## src/rtl/stream_demux.sv

```systemverilog
// stream_demux: routes one valid/ready stream to one of N_OUT registered output channels.
// Ports:
//   clk, rst_n            clock and asynchronous active-low reset
//   up_valid/up_ready     input handshake; up_ready is combinational and independent of up_valid
//   up_data, up_sel       input payload and destination channel index
//   dn_valid/dn_ready     per-channel output handshake, dn_valid registered
//   dn_data               per-channel registered payload, channel i at [i*WIDTH +: WIDTH]
//   sel_err               one-cycle pulse after a beat with up_sel >= N_OUT was accepted and dropped
// Macro STREAM_DEMUX_ROUND_ROBIN_EN: ignore up_sel and route by a rotating pointer instead.
module stream_demux #(
    parameter int N_OUT = 4,
    parameter int WIDTH = 8,
    parameter int SEL_W = $clog2(N_OUT)
) (
    input  logic                   clk,
    input  logic                   rst_n,
    input  logic                   up_valid,
    output logic                   up_ready,
    input  logic [WIDTH-1:0]       up_data,
    input  logic [SEL_W-1:0]       up_sel,
    output logic [N_OUT-1:0]       dn_valid,
    input  logic [N_OUT-1:0]       dn_ready,
    output logic [N_OUT*WIDTH-1:0] dn_data,
    output logic                   sel_err
);
    logic [SEL_W-1:0]       dst;
    logic                   dst_ok;
    logic                   accept;
    logic [N_OUT-1:0]       valid_q, valid_d;
    logic [N_OUT*WIDTH-1:0] data_q, data_d;
    logic                   err_q, err_d;
`ifdef STREAM_DEMUX_ROUND_ROBIN_EN
    logic [SEL_W-1:0]       ptr_q, ptr_d;
    logic                   unused_sel;
    assign unused_sel = ^up_sel;
    // The pointer only ever holds 0..N_OUT-1, so the destination is always legal.
    assign dst    = ptr_q;
    assign dst_ok = 1'b1;
`else
    assign dst    = up_sel;
    assign dst_ok = int'(up_sel) < N_OUT;
`endif
    // Illegal destinations are always accepted so they can be dropped.
    assign up_ready = dst_ok ? (!valid_q[dst] || dn_ready[dst]) : 1'b1;
    assign accept   = up_valid && up_ready;
    always_comb begin
        valid_d = valid_q & ~dn_ready;
        data_d  = data_q;
        for (int i = 0; i < N_OUT; i++) begin
            if (accept && dst_ok && int'(dst) == i) begin
                valid_d[i]                = 1'b1;
                data_d[i*WIDTH +: WIDTH] = up_data;
            end
        end
`ifdef STREAM_DEMUX_ROUND_ROBIN_EN
        err_d = 1'b0;
        ptr_d = !accept ? ptr_q : (int'(ptr_q) == N_OUT - 1) ? '0 : ptr_q + 1'b1;
`else
        err_d = accept && !dst_ok;
`endif
    end
    always_ff @(posedge clk or negedge rst_n) begin
        if (!rst_n) begin
            valid_q <= '0;
            data_q  <= '0;
            err_q   <= 1'b0;
`ifdef STREAM_DEMUX_ROUND_ROBIN_EN
            ptr_q   <= '0;
`endif
        end else begin
            valid_q <= valid_d;
            data_q  <= data_d;
            err_q   <= err_d;
`ifdef STREAM_DEMUX_ROUND_ROBIN_EN
            ptr_q   <= ptr_d;
`endif
        end
    end
    assign dn_valid = valid_q;
    assign dn_data  = data_q;
    assign sel_err  = err_q;
endmodule

```

## config.mk

```make
export PLATFORM = sky130hd
export DESIGN_NAME = stream_demux
export DESIGN_NICKNAME = d
export VERILOG_FILES = /design/src/rtl/stream_demux.sv
export SDC_FILE = /design/constraint.sdc
export NUM_CORES = 1
export LEC_CHECK = 0
export CAP_MARGIN = 10
export CORE_MARGIN = 5
export CORE_UTILIZATION = 44
export CTS_BUF_LIST = sky130_fd_sc_hd__clkbuf_8
export DETAILED_ROUTE_END_ITERATION = 8
export GPL_TIMING_DRIVEN = 0
export PLACE_DENSITY = 0.78
export SETUP_SLACK_MARGIN = 0.05
export SYNTH_ARGS = -nofsm -noshare
export SYNTH_HDL_FRONTEND = slang
export SYNTH_SLANG_ARGS = --single-unit
export TNS_END_PERCENT = 1
```

## constraint.sdc

```tcl
create_clock -name clk -period 1.65 [get_ports clk]
set_clock_uncertainty 0.1 [all_clocks]
set_input_delay 0.165 -clock clk [delete_from_list [all_inputs] [get_ports clk]]
set_output_delay 0.165 -clock clk [all_outputs]
set_load 0.005 [all_outputs]
```

==> impl_metrics.py <==
metrics = {
    "critical_path": {
        "endpoint_kind": "output pin",
        "max_stage_delay_ps": 460,
        "slowest_stage": "mux4_2",
        "worstPathArrival_ps": 1330,
        "cp_max_fo": 2,
        "critPathLaunchType": "flip-flop",
        "worstSetupPathType": "flip-flop to output pin",
        "r2r_cells": 5,
        "timing.rr.start": "dn_valid[3]",
        "worstPathRequired_ps": 1380,
        "critical_path.startpoint": "dn_valid[3]",
        "cp.buffers_inverters": 1,
        "r2r-end": "dn_data[28]",
        "regToRegSetupSlack_ps": 120,
        "cp_cell_sequence": "nand2b_1 > mux4_2 > buf_2",
        "crit_family": "multiplexers",
    },
    "drt": {
        "routed_wl_microns": 3260,
        "drtIter0Drc": 37,
        "dr.pass1.iters": 4,
        "drtAntennaViolNets": 0,
        "via_per_inst": 4.77,
        "wl_per_cell_microns": 16.1,
        "dr_total_vias": 964,
        "drc": 0,
    },
    "synth": {
        "synth_top_area_frac": 0.638,
        "synth_edf_count": 0,
        "syn_area_sq_mm": 0.00141,
        "ys_ff_latch": 36,
        "synth_fp_nets": 107,
        "synth_top_cell_by_area": "dfrtp_1",
        "synthFlopType": "dfrtp_1",
        "syn_area_per_cell_sq_um": 15.7,
        "synthArstFlopShare": 1.00,
        "synth.area.top_cells": "dfrtp_1 (64%), mux2_2 (26%), nand2b_1 (1.8%), mux4_2 (1.6%), nand2_1 (1.3%)",
        "synthCells": 90,
        "synth_cell_types": 14,
        "ys_warn_count": 0,
        "ys_seq_area_frac": 0.638,
    },
    "timing": {
        "hold_ws_ps": 79.6,
        "rsz0062_at_grt": "yes",
        "min_period_over_period": 0.966,
        "relSlewSlack": 0.489,
        "clock.fmax_mhz": 627,
        "finalHoldViolCount": 0,
        "setup_viol": 0,
        "tightest_slew_ps": 766,
        "report.final.slew_viol_count": 0,
        "min_period_ps": 1590,
    },
    "clock_network": {
        "cts_tree": "yes",
        "htreeDepth": 2,
        "cts.sinks": 36,
        "clock_path_buffers": 2,
        "clk_pin_slew_ps": 70,
        "clock-root-buffer": "clkbuf_8",
        "insertion_delay_ps": 280,
        "cts_buffers": 5,
    },
    "die": {
        "die_area_sq_mm": 0.00444,
        "coreArea_sq_mm": 0.00308,
        "dieHeight_microns": 66.7,
        "die_x_microns": 66.7,
        "initial_core_util": 0.459,
        "num_rows": 20,
        "ios": 55,
    },
    "layout": {
        "area_growth_pct": 52.3,
        "drive_above_1_share": 0.367,
        "n_antenna_cell": 0,
        "design_area_sq_mm": 0.00215,
        "fin_nets": 174,
    },
    "placement": {
        "post_dp_cell_area_sq_mm": 0.00198,
        "globalplace.congestion": 0.684,
        "portBuffers": 52,
        "dp_hpwl_microns": 2270,
    },
    "global_routing": {
        "grt_usage": 0.171,
        "grt_overflow_total": 0,
        "grt_max_degree": 37,
        "grt_pass1_vias": 1063,
        "grt_pass1_wl_microns": 5440,
        "antenna_found_initial": 0,
    },
    "hold_path": {
        "hold_end": "dn_valid[2]",
        "min-delay-start": "up_sel[1]",
        "hold_class": "input port to flip-flop",
        "hold_depth": 3,
    },
    "pwr": {
        "p_per_area_mw_per_mm2": 1140,
        "ir_drop_mv": 0.712,
        "p_total_mw": 2.46,
        "power.leakage_nw": 0.932,
    },
    "outcome": {
        "status": "finished, final reports clean",
    },
    "job": {
        "maxCapViolCount": 0,
    },
}
## cells in the mapped netlist, types with 2 or more instances
cell type / count
nand2_1: 5
buf_2: 3
dfrtp_1: 36
nor2b_1: 2
nand2b_1: 4
mux2_2: 32
## kinds of logic (layout without fill, tap and decap cells)
kind of cell,Yosys count,in the layout,synth area share
flip-flops,36,36,0.638
multiplexers,33,33,0.271
AND/OR/NAND/NOR,15,15,0.0691
buffers and inverters,4,72,0.0159
other,1,1,0.00265
AO/OA/AOI/OAI,1,1,0.00354
## report_power, final
group | internal [mW] | total [mW] | switching [mW]
Sequential | 1.06 | 1.15 | 0.0920
Combinational | 0.475 | 0.671 | 0.196
Clock | 0.333 | 0.641 | 0.308
Total | 1.86 | 2.46 | 0.595
## worst max-delay path by stage
stage             endpoint  slack (ps)  depth (start not counted)
2_1_floorplan  dn_data[10]         260                          3
3_3_place_gp   dn_valid[1]        -400                          1
3_5_place_dp   dn_data[13]        -350                          4
4_1_cts           up_ready          50                          3
5_1_grt           up_ready          10                          3
6_report          up_ready          60                          3
## layer usage
layer / share of wire / global-route usage / vias up
li1: - / - / 442
met1: 0.38 / 0.193 / 477
met2: 0.50 / 0.277 / 39
met3: 0.096 / 0.0826 / 6
met4: 0.017 / 0.0685 / 0
met5: 0 / 0 / -
## worst min-delay path, cell delays in order
cell	delay (ps)
buf_2	150
nand2_1	70
nand2_1	40
## metrics by stage
stage	util	instances	setup TNS [ps]	setup WS [ps]
final	0.699	202	0	55.4
after global routing	0.699	202	0	12.1
after CTS	0.689	199	0	50.6
after detailed placement	0.644	186	-6770	-347
after global placement	0.646	186	-20040	-401
after floorplan	-	90	0	260
## layout make-up
type	instances	area, sq um
Timing Repair Buffer	60	573
Buffer	4	22.5
Fill cell	210	926
Clock buffer	6	82.6
Tap cell	44	55.1
Multi-Input combinational cell	50	507
Clock inverter	2	11.3
Sequential cell	36	901
## state kept, by name, summed over array words and instances (netlist names)
name	flops
dn_data	32
dn_valid	4
## timing repair
| action | 4_1_cts | 5_1_grt |
|---|---|---|
| hold buffers | 1 | 0 |
| endpoints found under the setup margin | 9 | 16 |
| gates resized for setup | 5 | 2 |
| buffers inserted | 4 | 3 |
| hold endpoints to repair | 36 | 0 |
| pin swaps | 1 | 0 |
## cells in the final DEF, fill, tap and decap left out
cell type        netlist  layout
o21ai_0                1       1
nor2b_1                2       1
nand2b_4               0       2
nor3b_4                1       1
nand3_1                1       1
inv_1                  0       1
clkdlybuf4s50_1        0      50
buf_2                  3       5
dfrtp_1               36      36
and3_1                 1       1
nand2b_1               4       2
conb_1                 1       1
nand2_1                5       5
mux4_2                 1       1
clkbuf_8               0       6
nand3b_2               1       1
clkinvlp_4             0       1
nor2b_2                0       1
mux2_2                32      32
buf_4                  1       8
dlygate4sd3_1          0       1
Note: power is estimated with default switching activity, not from simulation.
